### config.mk
export PLATFORM = sky130hd
export DESIGN_NAME = ivl_uvm_odd_parity_gen
export DESIGN_NICKNAME = d
export VERILOG_FILES = /design/src/rtl/ivl_uvm_odd_parity_gen.sv
export SDC_FILE = /design/constraint.sdc
export NUM_CORES = 1
export LEC_CHECK = 0
export CAP_MARGIN = 20
export CORE_MARGIN = 5
export CORE_UTILIZATION = 50
export DETAILED_ROUTE_END_ITERATION = 10
export PLACE_DENSITY = 0.75
export SETUP_SLACK_MARGIN = 0.05
export SYNTH_ARGS = -nofsm -noshare
export SYNTH_HDL_FRONTEND = slang
export SYNTH_SLANG_ARGS = --single-unit
### constraint.sdc
create_clock -name clock -period 3.3 [get_ports clock]
set_input_delay 0.495 -clock clock [delete_from_list [all_inputs] [get_ports clock]]
set_output_delay 0.495 -clock clock [all_outputs]
set_load 0.005 [all_outputs]
### src/rtl/ivl_uvm_odd_parity_gen.sv
// Odd-parity tagging FIFO: each accepted payload is stored as {parity, payload} and replayed in order.
// Defining IVL_UVM_ODD_PARITY_GEN_ERR_INJ_EN adds inject_err / err_inj_count for deliberate even-parity words.
module ivl_uvm_odd_parity_gen #(
    parameter int WIDTH = 4,
    parameter int DEPTH = 4
) (
    input  logic             clock,
    input  logic             reset,
    input  logic             in_valid,
    output logic             in_ready,
    input  logic [WIDTH-1:0] in_data,
    output logic             out_valid,
    input  logic             out_ready,
    output logic [WIDTH:0]   out_data,
    output logic [15:0]      word_count
`ifdef IVL_UVM_ODD_PARITY_GEN_ERR_INJ_EN
    ,
    input  logic             inject_err,
    output logic [15:0]      err_inj_count
`endif
);

    // Handshake: a word moves on a port only in a cycle where valid && ready at the rising edge;
    // ready/valid come from registered state only, so neither depends combinationally on the other side.

    localparam int AW = $clog2(DEPTH);
    localparam logic [AW:0]   DEPTH_CNT = (AW+1)'(DEPTH);
    localparam logic [AW:0]   CNT_ONE   = (AW+1)'(1);
    localparam logic [AW-1:0] PTR_ONE   = AW'(1);

    localparam logic [1:0] ST_EMPTY   = 2'd0;
    localparam logic [1:0] ST_PARTIAL = 2'd1;
    localparam logic [1:0] ST_FULL    = 2'd2;

    logic [WIDTH:0]  mem [DEPTH];
    logic [AW-1:0]   wr_ptr;
    logic [AW-1:0]   rd_ptr;
    logic [AW:0]     count;
    logic [AW:0]     count_next;
    logic [1:0]      state;
    logic [1:0]      state_next;
    logic            push;
    logic            pop;
    logic            parity_bit;

    assign in_ready  = (state != ST_FULL);
    assign out_valid = (state != ST_EMPTY);
    assign push      = in_valid && in_ready;
    assign pop       = out_valid && out_ready;
    assign out_data  = mem[rd_ptr];

`ifdef IVL_UVM_ODD_PARITY_GEN_ERR_INJ_EN
    assign parity_bit = (~^in_data) ^ inject_err;
`else
    assign parity_bit = ~^in_data;
`endif

    always_comb begin
        count_next = count;
        case ({push, pop})
            2'b10:   count_next = count + CNT_ONE;
            2'b01:   count_next = count - CNT_ONE;
            default: count_next = count;
        endcase
        state_next = ST_PARTIAL;
        if (count_next == '0) begin
            state_next = ST_EMPTY;
        end else if (count_next == DEPTH_CNT) begin
            state_next = ST_FULL;
        end
    end

    // Storage is not reset; out_data is meaningless while out_valid is low.
    always_ff @(posedge clock) begin
        if (push && !reset) begin
            mem[wr_ptr] <= {parity_bit, in_data};
        end
    end

    always_ff @(posedge clock) begin
        if (reset) begin
            wr_ptr     <= '0;
            rd_ptr     <= '0;
            count      <= '0;
            state      <= ST_EMPTY;
            word_count <= '0;
        end else begin
            if (push) begin
                wr_ptr <= wr_ptr + PTR_ONE;
            end
            if (pop) begin
                rd_ptr     <= rd_ptr + PTR_ONE;
                word_count <= word_count + 16'd1;
            end
            count <= count_next;
            state <= state_next;
        end
    end

`ifdef IVL_UVM_ODD_PARITY_GEN_ERR_INJ_EN
    always_ff @(posedge clock) begin
        if (reset) begin
            err_inj_count <= '0;
        end else if (push && inject_err) begin
            err_inj_count <= err_inj_count + 16'd1;
        end
    end
`endif

endmodule

==> results.yml <==
floorplan:
  die_w_um: 73.1
  rows: 23
  fp.dieH_um: 73.1
  dieArea_sq_mm: 0.00535
  core_area_sq_mm: 0.00394
  start_util_pct: 50.5
  ios: 31
worst_setup_path:
  crit_family: "buffers and inverters"
  crit_chain: "clkdlybuf4s50_1 -> o21ai_1 -> clkinv_1 -> ha_1 -> inv_1 -> fa_1 -> xor2_1 -> or3_1 -> a21oi_1 -> and2_1"
  start_kind: "input pin"
  worstSetupPathType: "input pin to flip-flop"
  crit_buf_inv: 3
  critPathMaxFanout: 6
  cp_slowest_stage_delay_ps: 510
  cpMaxStageDelayCell: "clkdlybuf4s50_1"
  end_kind: "flip-flop"
  cp_data_arrival_time_ps: 2790
  required_ps: 3540
yosys:
  synth_area_sq_mm: 0.00199
  ys_warn_count: 0
  ys_seq_area_share_pct: 57.3
  netlist_instances: 173
  yosys-top-cells-area: "edfxtp_1 (30%), dfxtp_1 (27%), mux4_2 (5.7%)"
  synth_seq_cells: 47
  yosysTopAreaCell: "edfxtp_1"
  synth.distinct_cells: 31
  syn_area_per_cell_sq_um: 11.5
  netlist.area_leader.share_pct: 30.2
  synth_nets: 188
layout:
  nNetsFinal: 221
  postLayoutCellArea_sq_mm: 0.00245
  diodes: 0
  layout-drive-gt1-share_pct: 9.18
  area_delta_synth_final_pct: 23.1
worst_hold_path:
  hold_path_class: "flip-flop to flip-flop"
timing:
  setup_viol: 0
  rsz0062_at_grt: "false"
  max_slew_margin_pct: 71.7
  hold_violations: 0
  setup-tns-final_ps: 0
  worst_slew_pin_slew_ps: 424
  fmax_mhz: 392
  slew_viol_final: 0
  period_share_pct: 77.3
  skew_ps: 6.10
  fin_crit_ps: 2550
  worst_slack_ps: 750
grt:
  overflow: 0
  antenna_found_initial: 0
  grt_use_total_pct: 15.6
  grt_pass1_vias: 1371
  grt_max_degree: 27
  grt_pass1_wl_mm: 6.29
pwr:
  p_per_area_mw_per_mm2: 559
  peakVddDrop_v: 0.000311
  pwr-share-seq_pct: 51.5
  switching_power_mw: 0.345
  static-leakage-power_nw: 0.811
  p_int_mw: 1.02
  pwr-share-clk_pct: 29.0
  combPwrFrac_pct: 19.5
  sw_frac_of_total_pct: 25.2
cts:
  numCtsBuffers: 5
  clockBufferDepth: 2
  postCtsHoldBufs: 0
  htree_levels: 2
  cts_resized: 0
  cts_root_buf: "clkbuf_8"
  cts_post_setup_buffers_inserted: 0
  insertion_delay_ps: 290
  cts.sinks: 47
  path_clk_slew_ps: 80
  cts_tree: "yes"
route:
  drc_errors: 0
  dr.pass1.iters: 6
  initialDrtViolationCount: 43
  drt-wirelength-per-cell_um: 14.7
  vias: 1365
  routed_wl_mm: 3.79
  ant_nets: 0
  vias_per_cell: 5.31
place:
  io_buffers: 30
  place_ws_ps: 463
  globalplace.congestion: 0.786
  hpwl_mm: 2.82
  place_area_sq_mm: 0.00234
status:
  status: "completed"
flow_run:
  drv_cap: 0
## layer usage
metal	track usage (%)	up-vias	wire, um
met3	4.13	8	160
li1	-	669	-
met4	7.38	0	76
met5	0	-	0
met2	27.6	40	2000
met1	17.0	648	1550
## final cells by class
type	instances	area, sq um
clock buffer	5	68.8
clock inverter	3	38.8
fill	300	1490
inverter	11	41.3
multi-input combinational	110	791
sequential	47	1140
tap	50	62.6
timing repair buffer	31	308
## synth_stat cells, drive strengths merged
library cell	count
o2111ai	1
nand4	3
nand2	9
nor3	4
dfxtp	27
nor2	18
or4	3
ha	6
xnor2	12
a21oi	11
xor2	5
and2	5
o211ai	1
clkbuf	5
or3	7
o21ai	7
fa	1
mux4	5
nand2b	1
nor4	1
inv	10
o22ai	1
nand3	5
edfxtp	20
o31ai	1
clkinv	1
or2	3
## power groups by stage
stage	registers (mW)	logic (mW)	clock network [mW]
floorplan	0.697	0.181	0
global placement	0.714	0.253	0
detailed placement	0.719	0.267	0
CTS	0.706	0.271	0.411
global route	0.716	0.303	0.437
finish	0.705	0.267	0.398
## per-stage QoR
step                hold slack [ps]  power [mW]  utilization (%)  cells
finish                          499        1.37             62.2    257
global route                    535        1.46             62.2    257
CTS                             506        1.39             62.2    257
detailed placement              494       0.986             59.4    249
global placement                465       0.967             59.4    249
floorplan                       458       0.877                -    173
## worst paths after layout
kind	slack (ps)	from	cells past startpoint	to
max	750	out_ready	10	state[1]
min	500	wr_ptr[1]	2	wr_ptr[1]
max reg2reg	980	state[0]	9	state[1]
min reg2reg	500	wr_ptr[1]	2	wr_ptr[1]
## cells by family after synthesis
logic type	share of synthesized area, %
buffers and inverters	3.02
AOI/OAI and AO/OA	6.03
and+or+nand+nor	15.8
xor gates and xnor gates	7.47
adders and majority gates	4.77
muxes	5.65
DFF	57.3
## placed cells by master, fill, tap and decap left out, drive strengths merged, types with 5 or more instances in the layout
cell type | Yosys | layout
clkdlybuf4s50 | 0 | 30
dfxtp | 27 | 27
edfxtp | 20 | 20
nor2 | 18 | 18
xnor2 | 12 | 12
a21oi | 11 | 11
inv | 10 | 10
nand2 | 9 | 9
o21ai | 7 | 7
or3 | 7 | 7
ha | 6 | 6
mux4 | 5 | 5
and2 | 5 | 5
nand3 | 5 | 5
xor2 | 5 | 5
clkbuf | 5 | 5
## flip-flops by register name, summed over array words and instances, names as in the netlist, named ones only
| signal | flops |
|---|---|
| rd_ptr | 2 |
| mem | 20 |
| state | 2 |
| count | 3 |
| word_count | 16 |
| wr_ptr | 2 |
## worst register-to-register path, stage by stage, from the launching register on
cell,delay (ps)
dfxtp_1,360
o21ai_1,350
clkinv_1,300
ha_1,290
inv_1,80
fa_1,180
xor2_1,80
or3_1,310
a21oi_1,190
and2_1,150
Note: power is estimated with default switching activity, not from simulation.
